**src/rtl/branch_target_predictor.sv**
```systemverilog
// rtl/branch_target_predictor.sv - tagged BTB with saturating direction counters; optional gshare indexing via BTB_GSHARE_EN
module branch_target_predictor #(
  parameter int PC_WIDTH = 32,
  parameter int DEPTH    = 64,
  parameter int IDX_W    = $clog2(DEPTH),
  parameter int CTR_W    = 2,
  parameter int CTR_INIT = 2 ** (CTR_W - 1),
  parameter int HIST_W   = 4
) (
  input  logic                clk,
  input  logic                rst,
  input  logic                lookup_valid,
  input  logic [PC_WIDTH-1:0] lookup_pc,
  output logic                pred_hit,
  output logic                pred_taken,
  output logic [PC_WIDTH-1:0] pred_target,
  input  logic                upd_valid,
  input  logic [PC_WIDTH-1:0] upd_pc,
  input  logic                upd_taken,
  input  logic [PC_WIDTH-1:0] upd_target,
  input  logic                upd_mispredict,
  output logic                init_done,
  output logic [31:0]         mispredict_cnt
);

  localparam int TAG_W = PC_WIDTH - IDX_W - 2;
  localparam logic [CTR_W-1:0] CTR_INIT_V = CTR_W'(CTR_INIT);
  localparam logic [CTR_W-1:0] CTR_MAX    = '1;

  typedef enum logic {S_INIT, S_RUN} state_t;

  state_t           state;
  logic [IDX_W-1:0] ptr;

  logic                valid_mem  [DEPTH];
  logic [TAG_W-1:0]    tag_mem    [DEPTH];
  logic [PC_WIDTH-1:0] target_mem [DEPTH];
  logic [CTR_W-1:0]    ctr_mem    [DEPTH];

  logic [IDX_W-1:0] l_idx, u_idx, l_cidx, u_cidx;
  logic [TAG_W-1:0] l_tag, u_tag;
  logic             run, u_hit;
  logic [CTR_W-1:0] ctr_cur, ctr_next;
  logic             unused_pc_bits;

  assign l_idx = lookup_pc[IDX_W+1:2];
  assign l_tag = lookup_pc[PC_WIDTH-1:IDX_W+2];
  assign u_idx = upd_pc[IDX_W+1:2];
  assign u_tag = upd_pc[PC_WIDTH-1:IDX_W+2];
  assign run   = (state == S_RUN);
  assign unused_pc_bits = ^{lookup_pc[1:0], upd_pc[1:0]};

`ifdef BTB_GSHARE_EN
  logic [HIST_W-1:0] hist;

  // only direction counters are hashed with history; tag/target/valid stay on the plain index
  assign l_cidx = l_idx ^ IDX_W'(hist);
  assign u_cidx = u_idx ^ IDX_W'(hist);

  // global history: shift in each resolved outcome while running
  always_ff @(posedge clk or negedge rst) begin
    if (!rst) begin
      hist <= '0;
    end else if (run && upd_valid) begin
      hist <= HIST_W'({hist, upd_taken});
    end
  end
`else
  logic [31:0] unused_hist_w;

  assign unused_hist_w = 32'(HIST_W);
  assign l_cidx = l_idx;
  assign u_cidx = u_idx;
`endif

  // zero-latency fetch lookup; reads pre-update contents, no bypass from a same-cycle update
  always_comb begin
    pred_hit    = run & lookup_valid & valid_mem[l_idx] & (tag_mem[l_idx] == l_tag);
    pred_taken  = pred_hit & ctr_mem[l_cidx][CTR_W-1];
    pred_target = pred_hit ? target_mem[l_idx] : '0;
  end

  // resolved-branch hit test and saturating counter step
  always_comb begin
    u_hit   = valid_mem[u_idx] & (tag_mem[u_idx] == u_tag);
    ctr_cur = ctr_mem[u_cidx];
    if (upd_taken) begin
      ctr_next = (ctr_cur == CTR_MAX) ? ctr_cur : ctr_cur + CTR_W'(1);
    end else begin
      ctr_next = (ctr_cur == '0) ? ctr_cur : ctr_cur - CTR_W'(1);
    end
  end

  // init sweep walks every entry once, then the predictor runs until the next reset
  always_ff @(posedge clk or negedge rst) begin
    if (!rst) begin
      state     <= S_INIT;
      ptr       <= '0;
      init_done <= 1'b0;
    end else begin
      case (state)
        S_INIT: begin
          ptr <= ptr + IDX_W'(1);
          if (ptr == IDX_W'(DEPTH - 1)) begin
            state     <= S_RUN;
            init_done <= 1'b1;
          end
        end
        default: begin
          state     <= S_RUN;
          init_done <= 1'b1;
        end
      endcase
    end
  end

  // table writes: init sweep clears valid and seeds counters (hashed lookups may read any counter), else apply updates
  always_ff @(posedge clk) begin
    if (state == S_INIT) begin
      valid_mem[ptr] <= 1'b0;
      ctr_mem[ptr]   <= CTR_INIT_V;
    end else if (upd_valid) begin
      if (u_hit) begin
        ctr_mem[u_cidx] <= ctr_next;
        if (upd_taken) begin
          target_mem[u_idx] <= upd_target;
        end
      end else if (upd_taken) begin
        valid_mem[u_idx]  <= 1'b1;
        tag_mem[u_idx]    <= u_tag;
        target_mem[u_idx] <= upd_target;
        ctr_mem[u_cidx]   <= CTR_INIT_V;
      end
    end
  end

  // mispredict counter runs in every state and saturates at all ones
  always_ff @(posedge clk or negedge rst) begin
    if (!rst) begin
      mispredict_cnt <= '0;
    end else if (upd_valid && upd_mispredict && (mispredict_cnt != '1)) begin
      mispredict_cnt <= mispredict_cnt + 32'd1;
    end
  end

endmodule

```
**config.mk**
```make
export PLATFORM = sky130hd
export DESIGN_NAME = branch_target_predictor
export DESIGN_NICKNAME = d
export VERILOG_FILES = /design/src/rtl/branch_target_predictor.sv
export SDC_FILE = /design/constraint.sdc
export NUM_CORES = 2
export LEC_CHECK = 0
export CAP_MARGIN = 40
export CORE_MARGIN = 3
export CORE_UTILIZATION = 40
export CTS_BUF_LIST = sky130_fd_sc_hd__clkbuf_8
export CTS_CLUSTER_SIZE = 40
export DETAILED_ROUTE_END_ITERATION = 7
export PLACE_DENSITY = 0.59
export SLEW_MARGIN = 20
export SYNTH_ARGS = -nofsm -noshare
export SYNTH_HDL_FRONTEND = slang
export SYNTH_SLANG_ARGS = --single-unit
export TNS_END_PERCENT = 1
```
**constraint.sdc**
```tcl
create_clock -name clk -period 6.8 [get_ports clk]
set_input_delay 1.36 -clock clk [delete_from_list [all_inputs] [get_ports clk]]
set_output_delay 1.36 -clock clk [all_outputs]
set_load 0.03 [all_outputs]
```
==> key figures <==
Status
  – Status: finished, final reports clean

Die
  – Die footprint: 0.4111 sq mm
  – Core ar.: 0.4006 sq mm
  – Number of I/O pins: 169
  – Die height: 641.2 um
  – Rows: 232
  – Die width: 641.2 um
  – Starting Density: 40.29%

STA
  – Unrepaired setup endpoints after global routing: true
  – Final Skew: 116.4 ps
  – Relative slew slack: 37.66%
  – PnR worst setup slack: 3.340 ps
  – Final min period: 6797 ps
  – Slew Viols, Final: 0
  – Total negative slack: 0 ps
  – Hold_ws: 132.8 ps
  – Slew @ Worst Pin: 930.5 ps
  – Final Cycle Share: 99.95%
  – Setup Viol. Count Final: 0
  – Final-report hold violation count: 0
  – Fmax: 147.1 MHz

Power and ir drop
  – VDD IR max: 0.0001850 V
  – P_leak: 59.72 nW
  – Power Dens Cells: 255.5 mW/mm^2
  – Switching part of the total: 23.77%
  – Internal Pwr Total: 36.91 mW
  – PnR Total Power: 48.42 mW
  – Clock share of power: 39.7%
  – P_sw: 11.51 mW
  – Comb power frac: 6.9%
  – Sequential share of power: 53.4%

Synth
  – Syn_nets: 7,500
  – Syn. warnings: 0
  – Post-synth EDFFs: 3,776
  – Cell count after synthesis: 7,396
  – Post-synth ARST share: 1.048%
  – Synth unique cells: 82
  – Syn Area/Cell: 21.82 sq um
  – Cell Area, Synth: 0.1614 sq mm
  – Yosys reg bits: 3,816
  – Register area share after synthesis: 70.88%
  – Main synth FF type: edfxtp_1

Setup path
  – Bufs and invs on worst path: 10
  – Worst Setup SP: lookup_pc[2]
  – Setup crit end: pred_target[18]
  – CP max stage delay: 550 ps
  – Critical path capture point type: primary output
  – Critical Path AT: 5440 ps
  – Worst-path cell chain: buf_16 > buf_4 > buf_12 > mux4_2 > mux4_2 > mux4_2 > xnor2_2 > buf_4 > nand4_1 > buf_4 > nor3_4 > buf_6 > nand4_1 > buf_6 > buf_12 > a211oi_4 > buf_4 > buf_12
  – CP Max Fanout: 13
  – Cell depth of the worst setup path: 18
  – Worst r2r src: tag_mem[6][14]
  – CP required: 5440 ps
  – R2R Setup Slk: 2000 ps
  – Slowest cell on the critical path: mux4_2
  – Worst setup SP type: input port
  – Crit-path leading delay family: buffers and inverters
  – Worst reg2reg path depth: 12
  – Reg-to-reg endpoint: valid_mem[37]
  – Critical path class: input port to primary output
  – CP most frequent cell: buf_4

Placed design
  – Cells after DPL: 13.02k
  – Pre-CTS setup slack: -535.2 ps
  – Placed cell areas: 0.1771 sq mm
  – GPL Wtd Cong: 0.8923
  – PortBufs: 164
  – Detail Placement HPWL: 311.1 mm

Global routing
  – Global-route wire length before repair: 713.7 mm
  – Largest net degree at the start of global routing: 119
  – GR Overflow Total: 0
  – Initial antenna violation count: 38
  – GRT Util Overall: 24.79%
  – Vias in the first global route: 90.12k

Route
  – DRC viols: 0
  – Via count: 89.01k
  – Vias per inst: 6.281
  – Wire length per cell: 36.38 um
  – 1st-pass router iterations: 5
  – 1st-iter DRT viols: 12.40k
  – Antenna viol nets, final: 0
  – Routed wire length: 515.6 mm

Clocking
  – TritonCTS sink count: 3,816
  – Worst-Skew Late Latency: 1220 ps
  – H-Tree Depth: 6
  – Clk pin slew, worst setup/hold paths: 60 ps
  – CTS tree: done
  – Max clock buf depth: 4
  – Clock root buffer: clkbuf_8
  – Cts bufs inserted: 634

Finish
  – Post-layout net count: 8,516
  – Post-route insts no fill: 14.17k
  – Post-layout util: 47.30%
  – Commonest non-fill, non-tap cell in the layout: edfxtp_1
  – Syn-to-layout area delta: 17.41%
  – Final design area excluding fillers: 0.1895 sq mm
  – Share of post-route cells with drive strength above 1: 37.93%
  – Layout fillers: 32.76k
  – Commonest cells after routing, fill and taps aside: edfxtp_1, mux4_2, clkbuf_8

Min path
  – HP Class: input port to asynchronous set/reset pin

Flow run
  – Max-cap violations: 0
## worst min path at each step
stage                          to  slack (ps)      start  depth (start not counted)
2_1_floorplan              ptr[0]         520     ptr[0]                          1
3_3_place_gp            init_done         470  init_done                          1
3_5_place_dp            init_done         470  init_done                          1
4_1_cts        mispredict_cnt[28]           6        rst                          1
5_1_grt        mispredict_cnt[28]          70        rst                          1
6_report       mispredict_cnt[28]         130        rst                          1
## Yosys cell counts (all sizes together), types with 10 or more instances
library cell  number  share of area, %
nand3b            31              0.14
mux2i            242               1.5
nor2b             41              0.16
dfrtp             40              0.62
mux2              29              0.20
o22ai             74              0.29
o32ai             15             0.081
a221oi            77              0.42
o21ai             49              0.15
xor2              17             0.092
clkbuf           248              0.58
and3              24             0.093
nand4             21             0.081
nor3              86              0.27
inv               11             0.026
a22oi            117              0.57
nand3             84              0.26
and2              11             0.043
xnor2             53              0.29
or3b              18             0.098
mux4            1489                21
nor2             111              0.26
o31ai             11             0.051
nor4              18             0.078
nand2             99              0.23
o41ai             10             0.064
buf              279              0.99
edfxtp          3776                70
a211oi            36              0.17
a21oi            146              0.45
and4              11             0.060
## per-layer routing
layer | wire length, um | track usage (%)
met3 | 51980 | 5.667
met4 | 22570 | 9.946
met2 | 247400 | 39.56
met1 | 193600 | 33.04
met5 | 58 | 0
## what timing repair did
action                     CTS  global route
cloned                       4             0
gates resized for setup     60             6
hold buffers                 0             0
setup endpoints to repair   34            33
buffers inserted            10             0
pin swaps                    5             3
## area by class of cell
| class | instances | area, sq um | area share (%) |
|---|---|---|---|
| diodes | 15 | 37.54 | 0.01981 |
| clock buffers | 642 | 8836 | 4.663 |
| clock inverters | 472 | 2900 | 1.531 |
| inverters | 11 | 46.29 | 0.02443 |
| multi-input cells | 3042 | 45590 | 24.06 |
| flip-flops and latches | 3816 | 114400 | 60.37 |
| well taps | 5265 | 6588 | 3.477 |
| repair buffers | 907 | 11090 | 5.855 |
## worst register-to-register path: stages (launching register included)
cell	delay [ps]
edfxtp_1	400
mux4_2	480
mux2i_1	200
o22ai_1	210
a211o_1	360
or4_1	600
a221oi_1	460
and4_1	440
nand4_1	200
nand2_1	370
buf_4	340
inv_1	100
buf_4	270
## power groups by stage
stage | clock network [mW] | registers (mW) | logic [mW]
finish | 19.2 | 25.9 | 3.32
global route | 20.7 | 25.8 | 3.46
CTS | 19.6 | 25.9 | 3.29
detailed placement | 0 | 26.4 | 3.24
global placement | 0 | 26.4 | 3.13
floorplan | 0 | 26.4 | 1.76
## state kept, by name, indices dropped and copies added (netlist names)
register	cells
ctr_mem	128
init_done	1
mispredict_cnt	32
valid_mem	64
tag_mem	1536
run	1
target_mem	2048
ptr	6
## cell families (layout without fill, tap and decap cells)
group / Yosys count / count (layout) / share of synthesized area (%)
xor+xnor: 70 / 70 / 0.3799
other cells: 0 / 15 / 0
buf+inv: 538 / 2032 / 1.591
flops: 3816 / 3816 / 70.88
compound gates: 604 / 604 / 2.626
simple gates: 605 / 605 / 2.012
fa+ha+maj: 3 / 3 / 0.02170
mux: 1760 / 1760 / 22.49
(Power assumes the default switching activity.)
